--- config.mk ---
export PLATFORM = sky130hd
export DESIGN_NAME = alu_arbiter
export DESIGN_NICKNAME = d
export VERILOG_FILES = /design/src/rtl/alu_arb_pkg.sv /design/src/rtl/rr_pick.sv /design/src/rtl/alu_arbiter.sv
export SDC_FILE = /design/constraint.sdc
export NUM_CORES = 1
export LEC_CHECK = 0
export BUFFER_PORTS_ARGS = -buffer_cell sky130_fd_sc_hd__buf_4
export CAP_MARGIN = 40
export CORE_UTILIZATION = 40
export CTS_BUF_LIST = sky130_fd_sc_hd__clkbuf_8
export DETAILED_ROUTE_END_ITERATION = 7
export PLACE_DENSITY = 0.69
export SLEW_MARGIN = 15
export SYNTH_ARGS = -nofsm -noshare
export SYNTH_HDL_FRONTEND = slang
export SYNTH_HIERARCHICAL = 1
export SYNTH_SLANG_ARGS = --single-unit
--- constraint.sdc ---
create_clock -name clk -period 1.7 [get_ports clk]
set_input_delay 0.085 -clock clk [delete_from_list [all_inputs] [get_ports clk]]
set_output_delay 0.085 -clock clk [all_outputs]
set_load 0.05 [all_outputs]
--- src/rtl/alu_arb_pkg.sv ---
// Shared types and constants for the ALU arbiter and the control units that use it.
package alu_arb_pkg;

    typedef enum logic [1:0] {
        IDLE = 2'd0,
        BUSY = 2'd1,
        DONE = 2'd2
    } arb_state_e;

    localparam logic [3:0] OP_ADD = 4'd0;
    localparam logic [3:0] OP_SUB = 4'd13;

    localparam int ST_EQ    = 3;
    localparam int ST_MATCH = 4;

    // Index width for a requester number (NREQ is limited to 2..4).
    function automatic int idx_width(input int n);
        return (n > 2) ? 2 : 1;
    endfunction

endpackage

--- src/rtl/rr_pick.sv ---
// Combinational round-robin selector: first set request at or above ptr, wrapping.
module rr_pick #(
    parameter int NREQ = 2,
    parameter int IW   = 1
) (
    input  logic [NREQ-1:0] req,
    input  logic [IW-1:0]   ptr,
    output logic [NREQ-1:0] win,
    output logic [IW-1:0]   win_idx,
    output logic            any
);

    function automatic logic [IW-1:0] wrap(input int v);
        return IW'(v % NREQ);
    endfunction

    logic found;

    always_comb begin
        found   = 1'b0;
        win_idx = '0;
        for (int i = 0; i < NREQ; i++) begin
            if (!found && req[wrap(int'(ptr) + i)]) begin
                found   = 1'b1;
                win_idx = wrap(int'(ptr) + i);
            end
        end
        any = found;
        win = found ? (NREQ'(1) << win_idx) : '0;
    end

endmodule

--- src/rtl/alu_arbiter.sv ---
// Round-robin arbiter sharing one ALU between NREQ control units.
// Define ALU_ARB_LOCK_EN to add lock_i, letting the current winner chain back-to-back ops.
module alu_arbiter
    import alu_arb_pkg::*;
#(
    parameter int NREQ    = 2,
    parameter int DW      = 4,
    parameter int OPW     = 4,
    parameter int SW      = 5,
    parameter int ALU_LAT = 1
) (
    input  logic                clk,
    input  logic                rst,
`ifdef ALU_ARB_LOCK_EN
    input  logic [NREQ-1:0]     lock_i,
`endif
    input  logic [NREQ-1:0]     req_i,
    input  logic [NREQ*DW-1:0]  a_i,
    input  logic [NREQ*DW-1:0]  b_i,
    input  logic [NREQ*OPW-1:0] op_i,
    output logic [NREQ-1:0]     gnt_o,
    output logic [NREQ-1:0]     done_o,
    output logic [DW-1:0]       res_o,
    output logic [SW-1:0]       stat_o,
    output logic [DW-1:0]       alu_a_o,
    output logic [DW-1:0]       alu_b_o,
    output logic [OPW-1:0]      alu_op_o,
    input  logic [DW-1:0]       alu_r_i,
    input  logic [SW-1:0]       alu_stat_i,
    output logic                busy_o
);

    localparam int IW = idx_width(NREQ);
    localparam int LW = 3;

    if (NREQ < 2 || NREQ > 4) begin : g_bad_nreq
        $error("alu_arbiter: NREQ must be in 2..4");
    end
    if (ALU_LAT < 1 || ALU_LAT > 7) begin : g_bad_lat
        $error("alu_arbiter: ALU_LAT must be in 1..7");
    end

    arb_state_e      state, state_nxt;
    logic [LW-1:0]   lat_cnt;
    logic [IW-1:0]   rr_ptr, cur_idx, load_idx;
    logic [NREQ-1:0] pick_win;
    logic [IW-1:0]   pick_idx;
    logic            pick_any;
    logic            load, capture, release_g, relock;

    rr_pick #(.NREQ(NREQ), .IW(IW)) u_pick (
        .req     (req_i),
        .ptr     (rr_ptr),
        .win     (pick_win),
        .win_idx (pick_idx),
        .any     (pick_any)
    );

`ifdef ALU_ARB_LOCK_EN
    assign relock = lock_i[cur_idx] & req_i[cur_idx];
`else
    assign relock = 1'b0;
`endif

    // req_i is a level held until done_o; gnt_o marks ALU ownership from grant through the done cycle.
    always_comb begin
        state_nxt = state;
        load      = 1'b0;
        load_idx  = pick_idx;
        capture   = 1'b0;
        release_g = 1'b0;
        case (state)
            IDLE: if (pick_any) begin
                load      = 1'b1;
                state_nxt = BUSY;
            end
            BUSY: if (lat_cnt == '0) begin
                capture   = 1'b1;
                state_nxt = DONE;
            end
            DONE: if (relock) begin
                load      = 1'b1;
                load_idx  = cur_idx;
                state_nxt = BUSY;
            end else begin
                release_g = 1'b1;
                state_nxt = IDLE;
            end
            default: state_nxt = IDLE;
        endcase
    end

    always_ff @(posedge clk or posedge rst) begin
        if (rst) state <= IDLE;
        else     state <= state_nxt;
    end

    always_ff @(posedge clk or posedge rst) begin
        if (rst) begin
            gnt_o    <= '0;
            done_o   <= '0;
            res_o    <= '0;
            stat_o   <= '0;
            alu_a_o  <= '0;
            alu_b_o  <= '0;
            alu_op_o <= '0;
            lat_cnt  <= '0;
            rr_ptr   <= '0;
            cur_idx  <= '0;
        end else begin
            if (load) begin
                alu_a_o  <= a_i[load_idx*DW +: DW];
                alu_b_o  <= b_i[load_idx*DW +: DW];
                alu_op_o <= op_i[load_idx*OPW +: OPW];
                cur_idx  <= load_idx;
                lat_cnt  <= LW'(ALU_LAT - 1);
                done_o   <= '0;
                if (state == IDLE) gnt_o <= pick_win;
            end else if (capture) begin
                res_o  <= alu_r_i;
                stat_o <= alu_stat_i;
                done_o <= gnt_o;
            end else if (release_g) begin
                gnt_o  <= '0;
                done_o <= '0;
                rr_ptr <= (cur_idx == IW'(NREQ - 1)) ? '0 : cur_idx + 1'b1;
            end else if (state == BUSY) begin
                lat_cnt <= lat_cnt - 1'b1;
            end
        end
    end

    assign busy_o = (state != IDLE);

endmodule

; ---- Yosys cells after proc, flatten, opt, wreduce, memory -nomap -nowiden
; Index checks and enable logic that the tools add are counted.
[classes]
muxes = 28
reduce_logical = 13
n_eq_ne = 7
n_lt_le_gt_ge = 2
n_addsub = 3
bitwise = 2
shift = 4
[ops]
columns = op, n
row1 = 8-bit by 4-bit variable part select with 4-bit output, 3
row2 = 2-bit two-way mux, 9
row3 = 1-bit two-way mux, 14
row4 = 3-bit two-way mux, 4
row5 = 3-bit AND reduction, 3
row6 = "2-bit != test, second input constant", 4
row7 = 2-bit nonzero test, 3
row8 = "1-bit by 2-bit less-than comparator with 1-bit output, second input constant", 2
row9 = 2-bit case mux with 2 select lines, 1
row10 = 2-bit AND reduction, 2
row11 = 3-bit logical NOT, 1
row12 = 3-bit nonzero test, 1
row13 = "3-bit by 1-bit subtractor with 3-bit output, second input constant", 1
row14 = "1-bit adder, second input constant", 2
row15 = "2-bit by 1-bit == test with 1-bit output, second input constant", 1
row16 = "2-bit == test, second input constant", 1
row17 = 2-bit logical NOT, 1
row18 = "2-bit by 1-bit != test with 1-bit output, second input constant", 1
row19 = 1-bit NOT, 2
row20 = "1-bit by 1-bit << shifter with 2-bit output, first input constant", 1
row21 = 1-bit logical AND, 1
row22 = 1-bit logical NOT, 1
[word_totals]
in_bits = 37
word_cells = 70
register_bits = 32
out_inout_bits = 26

; ---- Logic depth before layout (Yosys ltp)
[logic_depth]
ltp_word = 10
depth_mapped = 6
depth_no_buf = 5

; ---- Hierarchy
; Netlist, hierarchy kept.
[by_module_without_submodules]
columns = mod, cells_each, seq_area_each_um2, area_each_um2, n_inst
row1 = alu_arbiter, 119, 800.8, 1510.2, 1
row2 = rr_pick, 5, 0.0, 32.5, 1

; ---- Worst setup path before layout
; No wires, ideal clock.
[synth_timing]
path_kind = register -> register
from = reg lat_cnt[0]
to = reg res_o[0]
arrival_time_ps = 1320
path_buffers = 1
setup_slack_ps = 255
setup_time_ps = 125
path_stages_with_launch = 6
period_less_slack_ps = 1445
cell_sequence = dfrtp_1 -> inv_1 -> ha_1 -> and4bb_4 -> buf_12 -> mux2_4
[synth_between]
elab_chain_cells = 4
[synth_lines]
columns = item, line_no
row1 = from (decl), alu_arbiter.sv:44  ; logic [LW-1:0] lat_cnt;
row2 = from (signal assigned), alu_arbiter.sv:116  ; lat_cnt <= LW'(ALU_LAT - 1);
row3 = from (signal assigned), alu_arbiter.sv:128  ; lat_cnt <= lat_cnt - 1'b1;
row4 = 3-bit logical NOT, alu_arbiter.sv:77  ; BUSY: if (lat_cnt == '0) begin
row5 = 1-bit two-way mux, alu_arbiter.sv:77
row6 = 1-bit two-way mux, alu_arbiter.sv:72  ; case (state)
row7 = 2-bit AND reduction (no line), --
row8 = to (signal assigned), alu_arbiter.sv:120  ; res_o <= alu_r_i;
row9 = to (decl), alu_arbiter.sv:23  ; output logic [DW-1:0] res_o,
; Every way passes these cells.
; A chain may end at the register's enable or synchronous reset.

; ---- Worst setup path after layout
[layout_timing]
from = reg lat_cnt[0]
to = reg res_o[3]
; The elaborated chain is that of the path after synthesis.

==> key figures <==
Drt
  – Pre-antenna DRT Iters: 4
  – Drt wl/cell: 12.5 um
  – Routed via count: 1173
  – DRT iter0 DRCs: 21
  – Post-route DRC: 0
  – ANT nets after route: 0
  – Vias/cell: 4.85
  – Total wire length: 3.03 mm

Pwr
  – Clock network fraction of total power: 0.120
  – VDD IR max: 0.00105 V
  – Int Pwr: 2.52 mW
  – Net Sw Power: 2.28 mW
  – Sequential share of power: 0.281
  – LEAKAGE: 1.04 nW
  – PwrDens: 2230 mW/mm2
  – Switching Share: 0.475
  – Combinational power share: 0.599
  – Power, Total: 4.80 mW

Timing
  – Setup TNS Final: 0 ps
  – Count of final setup violators: 0
  – Worst Max-Slew Pin Slew: 400 ps
  – RSZ-0062 raised after global routing: no
  – Final Hold Vio Count: 0
  – Final setup margin: 124 ps
  – Pins Over Slew Limit: 0
  – Final Cycle Share: 0.927
  – Slew headroom: 0.733
  – Worst clock skew: 2.36 ps
  – FMAX: 634 MHz
  – Min Tclk post-route: 1580 ps

Worst setup path
  – CP max stage cell: dfrtp_1
  – Worst Path Max Fanout: 13
  – CP Capture Point: res_o[3]
  – Worst Path Required: 1850 ps
  – Slowest stage delay, CP: 400 ps
  – Critical Path Start: lat_cnt[0]
  – R2r worst-path depth: 4
  – R2R Path End: res_o[3]
  – Arr. time, crit path: 1730 ps
  – Startpoint Class: flip-flop
  – Reg2reg start: lat_cnt[0]
  – Setup crit end kind: flip-flop
  – Worst R2R Setup Slack: 120 ps
  – Crit path cell chain: inv_1 -> ha_1 -> and4bb_4 -> mux2_1
  – Crit Path Class: flip-flop to flip-flop

Global route
  – Initial antenna violation count: 0
  – GRT Overall Usage: 0.168
  – Largest net degree at the start of global routing: 33
  – Vias in the first global route: 1143
  – First-pass GRT wire length: 5.20 mm
  – Total grt overflow: 0

Yosys
  – Synthesized area: 0.00154 mm2
  – Post-synthesis sequential area ratio: 0.519
  – Post-synth net total: 163
  – Synthesized flop and latch total: 32
  – Primary FF master, synth: dfrtp_1
  – Yosys cell types: 29
  – Post-synth EDFFs: 0
  – Fraction of registers with async set or reset after synthesis: 1.00
  – Syn_area_per_cell: 12.4 um2
  – Syn. warnings: 6
  – Post-Synthesis Cells: 124

Run
  – Max-Cap Viols: 0

Finish
  – Most frequent cells in the layout: buf_4 (68), dfrtp_1 (32), nor2_1 (14)
  – Area Overhead vs Synth: 39.7%
  – Final Net Count: 232
  – Fillers: 321
  – Commonest non-fill, non-tap cell in the layout: buf_4
  – Fin util: 0.584
  – Post-route cell area: 0.00215 mm2
  – Layout cells sized above 1: 0.490
  – Number of diodes: 0

Die
  – Die X: 64.1 um
  – DIE AREA: 0.00411 mm2
  – Top-Level Pins: 63
  – Core area: 0.00369 mm2
  – Initial Util: 0.418
  – Row cnt: 22
  – Die height: 64.1 um

Clock network
  – CTS Sinks: 32
  – CTS H-tree depth: 2
  – Num CTS Buffers: 5
  – CTS tree: yes
  – Clk_lat worst skew: 270 ps
  – Post-CTS setup buffer count: 0
  – Clock transition at the registers of the reported paths: 60 ps
  – Max clock buf depth: 2
  – Root buf cell: clkbuf_8

Place
  – Place WS: 128 ps
  – Global placement routability congestion: 0.689
  – Placed Area: 0.00205 mm2
  – HPWL after DPL: 2.24 mm
  – Port Buffers: 62

Min path
  – Worst min path class: input pin to flip-flop

Run status
  – Status: complete, no violations
[kinds of logic (layout without fill, tap and decap cells)]
family,after synthesis,in the layout,synth area share
compound gates,28,28,0.138
flops,32,32,0.519
fa+ha+maj,2,2,0.0162
mux,24,24,0.182
simple gates,25,25,0.0900
buf+inv,13,83,0.0543
[critical path: cells and delay by family, from the launching register on]
family                     cells  cell delay, ps
and+or+nand+nor                1             400
buffers and inverters          1             100
muxes                          1             350
adders and majority gates      1             200
DFF                            1             400
[what timing repair did]
item,4_1_cts,5_1_grt
gates resized for setup,0,0
hold buffers,1,0
hold endpoints to repair,32,0
[synth_stat cells (3+ instances only)]
cell      instances  area [um2]
dfrtp_1          32         801
buf_2             3        15.0
nand2_1           3        11.3
a21boi_0          3        22.5
mux2_4            7         105
mux2i_1          12         120
a22o_1            6        52.6
mux2_1            4        45.0
inv_1             6        22.5
a21oi_2           8        70.1
nor2_1           14        52.6
a21oi_1           4        20.0
[power groups by stage]
stage,sequential (mW),combinational [mW],clock (mW)
2_1_floorplan,2.36,1.14,0
4_1_cts,1.35,2.90,0.609
5_1_grt,1.40,3.05,0.652
3_5_place_dp,1.36,2.89,0
3_3_place_gp,1.35,2.82,0
6_report,1.35,2.88,0.577
[sequential cells by signal (all words and copies together), names as in the netlist, 2 cells and up]
signal    count
lat_cnt       3
stat_o        5
done_o        2
res_o         4
state         2
alu_b_o       4
alu_op_o      4
gnt_o         2
alu_a_o       4
[final cells by class]
type / count / area [um2] / share of cell area
Timing Repair Buffer: 69 / 520 / 0.242
Inverter: 6 / 22.5 / 0.0105
Clock buffer: 6 / 82.6 / 0.0383
Multi-Input combinational cell: 79 / 658 / 0.305
Sequential cell: 32 / 801 / 0.372
Clock inverter: 2 / 10.0 / 0.00465
Tap cell: 48 / 60.1 / 0.0279
[worst min-delay path by stage]
| stage | start | to | slack, ps | cells after the start |
|---|---|---|---|---|
| after floorplan | rst | alu_a_o[0] | 200 | 1 |
| after detailed placement | rst | alu_b_o[1] | 200 | 3 |
| after CTS | alu_r_i[3] | res_o[3] | 20 | 2 |
| after global routing | alu_r_i[3] | res_o[3] | 20 | 2 |
| after global placement | rst | alu_b_o[1] | 200 | 3 |
| final | alu_stat_i[4] | stat_o[4] | 40 | 2 |
[metal layers]
metal | vias up | global-route usage | share of wire
li1 | 569 | - | -
met3 | 2 | 0.0661 | 0.090
met4 | 0 | 0.0500 | 0.0026
met2 | 59 | 0.279 | 0.47
met5 | - | 0 | 0
met1 | 543 | 0.201 | 0.43
[through the flow]
step	cells	hold slack [ps]
6_report	242	35.6
5_1_grt	242	16.0
4_1_cts	242	22.8
3_5_place_dp	233	201
3_3_place_gp	233	199
2_1_floorplan	124	201
No activity file was read; power rests on OpenSTA's default activity.
